File: src/rtl/fb_scanout_if.sv
// Framebuffer scanout bus: control inputs, framebuffer read port and
// the VGA-side timing/pixel outputs, bundled between scanout and its user.
interface fb_scanout_if;
  logic       enable;
  logic       buf_sel;
  logic       rd_en;
  logic [9:0] rd_x;
  logic [8:0] rd_y;
  logic       rd_buf;
  logic [3:0] rd_data;
  logic       hsync_n;
  logic       vsync_n;
  logic       de;
  logic [3:0] pixel;
  logic       vblank;
  logic       frame_start;

  modport master (
    input  enable, buf_sel, rd_data,
    output rd_en, rd_x, rd_y, rd_buf, hsync_n, vsync_n, de, pixel,
           vblank, frame_start
  );

  modport slave (
    output enable, buf_sel, rd_data,
    input  rd_en, rd_x, rd_y, rd_buf, hsync_n, vsync_n, de, pixel,
           vblank, frame_start
  );
endinterface

File: src/rtl/fb_scanout.sv
// VGA scanout of a 4-bit framebuffer. Generates raster timing, issues one
// read per visible pixel, and delays sync/blank by the memory read latency
// so they line up with the returned data.
//
// state | meaning
// IDLE  | counters parked at 0, no reads, outputs idle
// RUN   | scanning frames continuously
// DRAIN | stop requested; finish the current frame, then IDLE
module fb_scanout #(
  parameter int H_ACTIVE   = 640,
  parameter int H_FP       = 16,
  parameter int H_SYNC     = 96,
  parameter int H_BP       = 48,
  parameter int V_ACTIVE   = 480,
  parameter int V_FP       = 10,
  parameter int V_SYNC     = 2,
  parameter int V_BP       = 33,
  parameter int RD_LATENCY = 2
) (
  input logic          clk,
  input logic          areset,
  fb_scanout_if.master bus
);
  localparam int H_TOTAL = H_ACTIVE + H_FP + H_SYNC + H_BP;
  localparam int V_TOTAL = V_ACTIVE + V_FP + V_SYNC + V_BP;

  localparam logic [9:0] H_LAST   = 10'(H_TOTAL - 1);
  localparam logic [9:0] V_LAST   = 10'(V_TOTAL - 1);
  localparam logic [9:0] H_ACT    = 10'(H_ACTIVE);
  localparam logic [9:0] V_ACT    = 10'(V_ACTIVE);
  localparam logic [9:0] HS_START = 10'(H_ACTIVE + H_FP);
  localparam logic [9:0] HS_END   = 10'(H_ACTIVE + H_FP + H_SYNC);
  localparam logic [9:0] VS_START = 10'(V_ACTIVE + V_FP);
  localparam logic [9:0] VS_END   = 10'(V_ACTIVE + V_FP + V_SYNC);

  typedef enum logic [1:0] {
    IDLE  = 2'd0,
    RUN   = 2'd1,
    DRAIN = 2'd2
  } state_t;

  state_t                state;
  logic [9:0]            h_cnt;
  logic [9:0]            v_cnt;
  logic [RD_LATENCY-1:0] act_sr;
  logic [RD_LATENCY-1:0] hs_sr;
  logic [RD_LATENCY-1:0] vs_sr;
  logic                  buf_q;

  logic running;
  logic active;
  logic hs0;
  logic vs0;
  logic at_last;
  logic frame_start;

  // Stage-0 decode straight from the registered counters.
  always_comb begin
    running     = (state != IDLE);
    active      = running && (h_cnt < H_ACT) && (v_cnt < V_ACT);
    hs0         = running && (h_cnt >= HS_START) && (h_cnt < HS_END);
    vs0         = running && (v_cnt >= VS_START) && (v_cnt < VS_END);
    at_last     = (h_cnt == H_LAST) && (v_cnt == V_LAST);
    frame_start = running && (h_cnt == 10'd0) && (v_cnt == 10'd0);
  end

  // Scan state and raster counters; a stop only lands at the frame wrap.
  always_ff @(posedge clk) begin
    if (areset) begin
      state <= IDLE;
      h_cnt <= '0;
      v_cnt <= '0;
    end else begin
      case (state)
        IDLE: begin
          h_cnt <= '0;
          v_cnt <= '0;
          if (bus.enable) state <= RUN;
        end
        RUN, DRAIN: begin
          if (h_cnt == H_LAST) begin
            h_cnt <= '0;
            v_cnt <= (v_cnt == V_LAST) ? 10'd0 : v_cnt + 10'd1;
          end else begin
            h_cnt <= h_cnt + 10'd1;
          end
          if (state == RUN) begin
            if (!bus.enable) state <= DRAIN;
          end else if (bus.enable) begin
            state <= RUN;
          end else if (at_last) begin
            state <= IDLE;
          end
        end
        default: state <= IDLE;
      endcase
    end
  end

  // Delay active/sync by the read latency; keeps shifting in IDLE to flush.
  always_ff @(posedge clk) begin
    if (areset) begin
      act_sr <= '0;
      hs_sr  <= '0;
      vs_sr  <= '0;
    end else begin
      act_sr[0] <= active;
      hs_sr[0]  <= hs0;
      vs_sr[0]  <= vs0;
      for (int i = 1; i < RD_LATENCY; i++) begin
        act_sr[i] <= act_sr[i-1];
        hs_sr[i]  <= hs_sr[i-1];
        vs_sr[i]  <= vs_sr[i-1];
      end
    end
  end

  // Front-buffer select captured once per frame.
  always_ff @(posedge clk) begin
    if (areset) begin
      buf_q <= 1'b0;
    end else if (frame_start) begin
      buf_q <= bus.buf_sel;
    end
  end

  // The first read of a frame already targets the newly selected buffer.
  assign bus.rd_buf      = frame_start ? bus.buf_sel : buf_q;
  assign bus.rd_en       = active;
  assign bus.rd_x        = active ? h_cnt : 10'd0;
  assign bus.rd_y        = active ? v_cnt[8:0] : 9'd0;
  assign bus.de          = act_sr[RD_LATENCY-1];
  assign bus.hsync_n     = ~hs_sr[RD_LATENCY-1];
  assign bus.vsync_n     = ~vs_sr[RD_LATENCY-1];
  assign bus.pixel       = act_sr[RD_LATENCY-1] ? bus.rd_data : 4'd0;
  assign bus.vblank      = (state == IDLE) || (v_cnt >= V_ACT);
  assign bus.frame_start = frame_start;
endmodule

File: src/flat_wrapper.sv
// flat-port wrapper written by rule: the top's interface ports become plain ports
module fb_scanout_flat 
#(
  parameter int H_ACTIVE   = 640,
  parameter int H_FP       = 16,
  parameter int H_SYNC     = 96,
  parameter int H_BP       = 48,
  parameter int V_ACTIVE   = 480,
  parameter int V_FP       = 10,
  parameter int V_SYNC     = 2,
  parameter int V_BP       = 33,
  parameter int RD_LATENCY = 2
)
  (clk, areset, bus_enable, bus_buf_sel, bus_rd_data, bus_rd_en, bus_rd_x, bus_rd_y, bus_rd_buf, bus_hsync_n, bus_vsync_n, bus_de, bus_pixel, bus_vblank, bus_frame_start);
  fb_scanout_if bus_i ();
  input logic clk;
  input logic areset;
  input wire logic [$bits(bus_i.enable)-1:0] bus_enable;
  input wire logic [$bits(bus_i.buf_sel)-1:0] bus_buf_sel;
  input wire logic [$bits(bus_i.rd_data)-1:0] bus_rd_data;
  output wire logic [$bits(bus_i.rd_en)-1:0] bus_rd_en;
  output wire logic [$bits(bus_i.rd_x)-1:0] bus_rd_x;
  output wire logic [$bits(bus_i.rd_y)-1:0] bus_rd_y;
  output wire logic [$bits(bus_i.rd_buf)-1:0] bus_rd_buf;
  output wire logic [$bits(bus_i.hsync_n)-1:0] bus_hsync_n;
  output wire logic [$bits(bus_i.vsync_n)-1:0] bus_vsync_n;
  output wire logic [$bits(bus_i.de)-1:0] bus_de;
  output wire logic [$bits(bus_i.pixel)-1:0] bus_pixel;
  output wire logic [$bits(bus_i.vblank)-1:0] bus_vblank;
  output wire logic [$bits(bus_i.frame_start)-1:0] bus_frame_start;
  assign bus_i.enable = bus_enable;
  assign bus_i.buf_sel = bus_buf_sel;
  assign bus_i.rd_data = bus_rd_data;
  assign bus_rd_en = bus_i.rd_en;
  assign bus_rd_x = bus_i.rd_x;
  assign bus_rd_y = bus_i.rd_y;
  assign bus_rd_buf = bus_i.rd_buf;
  assign bus_hsync_n = bus_i.hsync_n;
  assign bus_vsync_n = bus_i.vsync_n;
  assign bus_de = bus_i.de;
  assign bus_pixel = bus_i.pixel;
  assign bus_vblank = bus_i.vblank;
  assign bus_frame_start = bus_i.frame_start;
  fb_scanout #(.H_ACTIVE(H_ACTIVE), .H_FP(H_FP), .H_SYNC(H_SYNC), .H_BP(H_BP), .V_ACTIVE(V_ACTIVE), .V_FP(V_FP), .V_SYNC(V_SYNC), .V_BP(V_BP), .RD_LATENCY(RD_LATENCY)) u_core (.clk(clk), .areset(areset), .bus(bus_i));
endmodule
File: config.mk
export PLATFORM = sky130hd
export DESIGN_NAME = fb_scanout_flat
export DESIGN_NICKNAME = d
export VERILOG_FILES = /design/src/rtl/fb_scanout_if.sv /design/src/rtl/fb_scanout.sv /design/src/flat_wrapper.sv
export SDC_FILE = /design/constraint.sdc
export NUM_CORES = 1
export LEC_CHECK = 0
export CAP_MARGIN = 20
export CELL_PAD_IN_SITES_DETAIL_PLACEMENT = 1
export CELL_PAD_IN_SITES_GLOBAL_PLACEMENT = 1
export CORE_MARGIN = 2
export CORE_UTILIZATION = 30
export CTS_CLUSTER_SIZE = 28
export DETAILED_ROUTE_END_ITERATION = 8
export PLACE_DENSITY = 0.68
export SLEW_MARGIN = 10
export SYNTH_ARGS = -nofsm -noshare
export SYNTH_HDL_FRONTEND = slang
export SYNTH_SLANG_ARGS = --single-unit
File: constraint.sdc
create_clock -name clk -period 2.7 [get_ports clk]
set_clock_uncertainty 0.2 [all_clocks]
set_input_delay 0.405 -clock clk [delete_from_list [all_inputs] [get_ports clk]]
set_output_delay 0.405 -clock clk [all_outputs]
set_load 0.005 [all_outputs]
# == Word-level counts from Yosys, hierarchy flattened ==
# Cells that the tools add are included.
# word_totals
inputBits,8
regBits,29
output_inout_bits,30
# classes
magnitude_cmp,7
n_eq_ne,8
reduce_logical,18
add_sub_neg,2
bitwise_logic,2
n_mux,15
# ops
cell,n
$mux W10,4
$pmux W10 S2,2
$add A10 B1 Y10 const B,2
$eq A10 B10 Y1 const B,2
$ge A10 B9 Y1 const B,2
$logic_not A10 Y1,2
$lt A10 B10 Y1 const B,2
$lt A10 B9 Y1 const B,2
$ge A10 B10 Y1 const B,1
$mux W2,5
$logic_and A1 B1 Y1,9
$mux W9,1
$mux W4,1
$ne A4 B2 Y1 const B,1
$pmux W2 S2,1
$reduce_bool A2 Y1,2
$ne A3 B3 Y1 const B,1
$reduce_and A3 Y1,1
$eq A2 B1 Y1 const B,1
$eq A2 B2 Y1 const B,1
$logic_not A2 Y1,1
$ne A2 B1 Y1 const B,1
$ne A2 B2 Y1 const B,1
$not A1 Y1,2
4 further kinds,4

# == Depth between registers and ports, before layout ==
# depth
ltp_word,6
mapped_depth,7
depth_no_buf,6

# == Worst setup path after synthesis ==
# Ideal clock, no wire load.
# synth_path
path_type,register -> output
from,reg u_core.v_cnt[0]
to,out bus_rd_buf
arrival_time_ps,1914
path_slack_ps,181
path_stages_with_launch,7
path_buffers,0
path_cell_list,dfxtp_1 -> inv_1 -> ha_1 -> or4b_4 -> or3_4 -> or4_4 -> nand2_1
# synth_between
elab_chain_cells,3
# synth_rtl
element,line_no,text
start: declaration,fb_scanout.sv:44,logic [9:0] v_cnt;
start signal: assignment,fb_scanout.sv:83,v_cnt <= (v_cnt == V_LAST) ? 10'd0 : v_cnt + 10'd1;
$logic_not A10 Y1,fb_scanout.sv:64,frame_start = running && (h_cnt == 10'd0) && (v_cnt == 10'd0);
$logic_and A1 B1 Y1,fb_scanout.sv:64,
$mux W1,fb_scanout.sv:128,assign bus.rd_buf = frame_start ? bus.buf_sel : buf_q;
end: declaration,flat_wrapper.sv:24,output wire logic [$bits(bus_i.rd_buf)-1:0] bus_rd_buf;
# Every way passes these cells.

# == Final worst setup path ==
# Same ends and word-level chain as after synthesis.

==> PnR_summary.wiki <==
{| class="wikitable"
! Metric !! Value
|-
| Worst-case clock buffer depth || 2
|-
| CP Class || flip-flop to primary output
|-
| Sequential group share of total power || 0.338
|-
| Number of clock sinks || 29
|-
| Max-cap check violation count || 0
|-
| Total Routed Length || 5.74 mm
|-
| Upper clock frequency limit || 0.342 GHz
|-
| Max incr delay on CP || 530 ps
|-
| Switching power of the nets || 430 µW
|-
| Fraction of registers with async set or reset after synthesis || 0
|-
| Clock root cell || sky130_fd_sc_hd__clkbuf_8
|-
| Run status || complete, but fails checks
|-
| Number of iterations in the first detailed-routing pass || 6
|-
| Register clock-pin slew on the reported worst setup and hold paths || 60 ps
|-
| Violations in the final reports || setup timing
|-
| Slowest library cell on the worst path || sky130_fd_sc_hd__or4_4
|-
| Reg area || 584 µm²
|-
| Instance count of the mapped netlist || 214
|-
| Via count of the routed design || 1885
|-
| Worst reg-to-reg path cell count || 21
|-
| Placer congestion estimate || 0.777
|-
| Critical Path, Cell by Cell || inv_2 -> ha_4 -> or4b_4 -> or3_4 -> or4_4 -> nand2_2 -> buf_6
|-
| Launching instance or port of the critical path || u_core.v_cnt[0]$_SDFFE_PP0P_
|-
| Dominant synthesized flop cell || sky130_fd_sc_hd__dfxtp_1
|-
| Average cell area after synthesis || 7.90 µm²
|-
| Crit start category || flip-flop
|-
| Post-route total power || 1.37 mW
|-
| Internal reg-to-reg setup slack || -140 ps
|-
| Number of synthesis warnings || 0
|-
| Register bit total from synthesis || 29
|-
| TritonCTS clock tree || built
|-
| Area used by multi-input combinational logic || 1070 µm²
|-
| Average detailed-routed wire length per instance || 15.6 µm
|-
| Number of failing setup endpoints in the final timing report || 2
|-
| Hold violation count in the final report || 0
|-
| CORE AREA || 5470 µm²
|-
| Count of boundary I/O pins || 38
|-
| Count of antenna-violating nets left after detailed routing || 0
|-
| Leading cell type in the layout, fill and taps excluded || sky130_fd_sc_hd__buf_4
|-
| Number of synthesized flops with an enable pin || 0
|-
| Slew Limit Fails || 0
|-
| Unrepaired setup endpoints after global routing || yes
|-
| CP Depth || 7
|-
| Global route overflow || 0
|-
| Wire length on met3 || 257 µm
|-
| Largest net degree at the start of global routing || 17
|-
| Worst EP arrival || 2320 ps
|-
| First-pass GRT wire length || 9.31 mm
|-
| Hold Path Origin || u_core.vs_sr[0]$_SDFF_PP0_
|-
| Power Internal || 936 µW
|-
| Htree depth || 2
|-
| Sequential share of the synthesized area || 0.343
|-
| Horizontal die dimension || 79.1 µm
|-
| Number of violations reported at the end of detailed-routing iteration 0 || 79
|-
| Met2 wire len || 2.80 mm
|-
| Distinct cells, synth || 37
|-
| Topmost layer with routed signal wires || met4
|-
| Clock Latency Late Sink || 290 ps
|-
| Total die area || 6250 µm²
|-
| Area growth, synth to finish || 59.7%
|-
| Required time at the worst-slack endpoint || 2100 ps
|-
| VDD IR-drop max || 321 µV
|-
| Worst Path Buf+Inv || 2
|-
| Synth Cell Area || 1690 µm²
|-
| Leakage power figure || 1.23 nW
|-
| Chip Height || 79.1 µm
|-
| Starting density of the core || 0.309
|-
| Commonest non-fill, non-tap cells in the layout || 37 x sky130_fd_sc_hd__buf_4, 26 x sky130_fd_sc_hd__dfxtp_1, 24 x sky130_fd_sc_hd__clkdlybuf4s50_1
|-
| Cell depth of the worst hold path || 1
|-
| Crit end category || primary output
|-
| Final nets || 311
|-
| Count of filler cells inserted in the layout || 663
|-
| Tightest Hold Check Type || flip-flop to flip-flop
|-
| Global router's overall resource usage || 0.190
|-
| Number of rows created at floorplan || 27
|-
| Antenna diode count || 0
|-
| Fin Hold WS || 247 ps
|-
| Initial antenna violation count || 0
|-
| DRC violation count after routing || 0
|-
| Share of total power in the clock network || 0.295
|-
| Port Buffers || 37
|-
| Actual transition at the worst max-transition pin || 535 ps
|-
| Total CTS buffers || 5
|-
| DP Wirelength || 3.86 mm
|-
| Net Count, Synth || 229
|-
| Length of routed wiring on met1 || 2.44 mm
|-
| Final critical delay including setup and external delays || 2920 ps
|-
| Fin Setup TNS || -363 ps
|-
| Worst-path maximum fanout || 2
|-
| Vias per std cell || 5.11
|-
| Comb pwr share || 0.367
|-
| Layout cells sized above 1 || 0.266
|-
| Vias in the first global route || 1915
|-
| Areal power density over the cells || 506 nW/µm²
|-
| Top delay family on crit path || simple AND/OR/NAND/NOR gates
|-
| Worst flop-to-flop path startpoint || u_core.v_cnt[0]$_SDFFE_PP0P_
|-
| Final critical-path share of the clock period || 1.08
|-
| Switching part of the total power || 0.315
|-
| Final setup margin || -221 ps
|-
| Max-slew headroom at the worst pin || 0.643
|}
[cell families (layout without fill, tap and decap cells)]
kind of cell,Yosys count,count (layout),share of synthesized area
AO/OA/AOI/OAI,30,30,0.109
XOR/XNOR,11,11,0.0570
adder cells (fa/ha/maj),7,7,0.0518
buffers and inverters,24,107,0.0533
flip-flops,29,29,0.343
multiplexers,1,1,0.00592
AND/OR/NAND/NOR,112,112,0.380
[flip-flops by register name, summed over array words and instances, names as in the netlist]
register / flops
u_core.buf_q: 1
u_core.h_cnt: 10
u_core.act_sr: 2
u_core.v_cnt: 10
u_core.hs_sr: 2
u_core.state: 2
u_core.vs_sr: 2
[power groups by stage]
stage / logic [mW] / registers [mW] / clock network (mW)
final: 0.502 / 0.462 / 0.403
after global routing: 0.550 / 0.464 / 0.428
after CTS: 0.461 / 0.460 / 0.412
after detailed placement: 0.460 / 0.470 / 0
after global placement: 0.449 / 0.469 / 0
after floorplan: 0.207 / 0.475 / 0
[cell usage after synthesis (4+ instances only)]
cell	n	area share
sky130_fd_sc_hd__clkbuf_1	10	0.022
sky130_fd_sc_hd__a31oi_1	11	0.041
sky130_fd_sc_hd__o21ai_0	4	0.012
sky130_fd_sc_hd__nand3_1	12	0.036
sky130_fd_sc_hd__nand3b_1	5	0.022
sky130_fd_sc_hd__xnor2_1	8	0.041
sky130_fd_sc_hd__nand2_1	15	0.033
sky130_fd_sc_hd__dfxtp_1	29	0.34
sky130_fd_sc_hd__a21oi_1	7	0.021
sky130_fd_sc_hd__nor3_1	5	0.015
sky130_fd_sc_hd__ha_1	7	0.052
sky130_fd_sc_hd__and3_1	4	0.015
sky130_fd_sc_hd__and2_1	23	0.085
sky130_fd_sc_hd__nor2b_1	6	0.022
sky130_fd_sc_hd__nor2_1	19	0.042
sky130_fd_sc_hd__nand4_1	5	0.019
sky130_fd_sc_hd__inv_1	14	0.031
[through the flow]
stage,cells,worst slack [ps],util,cell area (µm²)
6_report,369,-221,0.493,2700
5_1_grt,369,-266,0.493,2700
4_1_cts,366,-258,0.481,2630
3_5_place_dp,340,-324,0.425,2330
3_3_place_gp,340,-296,0.425,2330
2_1_floorplan,214,181,-,1690
[layout make-up]
class | instances | share of cell area
Multi-Input combinational cell | 161 | 0.397
Timing Repair Buffer | 85 | 0.297
Sequential cell | 29 | 0.216
Clock buffer | 7 | 0.0357
Tap cell | 72 | 0.0334
Inverter | 14 | 0.0195
Clock inverter | 1 | 0.00185
[worst paths after layout]
check                                                    end
worst max-delay path                              bus_rd_buf
worst min-delay path              u_core.vs_sr[1]$_SDFF_PP0_
worst max register to register  u_core.v_cnt[0]$_SDFFE_PP0P_
worst min register to register    u_core.vs_sr[1]$_SDFF_PP0_
[layer usage]
layer	vias to the layer above	global-route usage
met4	0	0.100
met2	61	0.325
met5	-	0
li1	906	-
met1	901	0.229
met3	17	0.0307
[what timing repair did]
item / in CTS / in global routing
gates resized for setup: 31 / 16
gates cloned: 0 / 0
endpoints found under the setup margin: 21 / 21
hold buffers: 0 / 0
pin swaps: 5 / 3
endpoints found under the hold margin: 0 / 0
buffers inserted: 19 / 3
(Power assumes the default switching activity.)
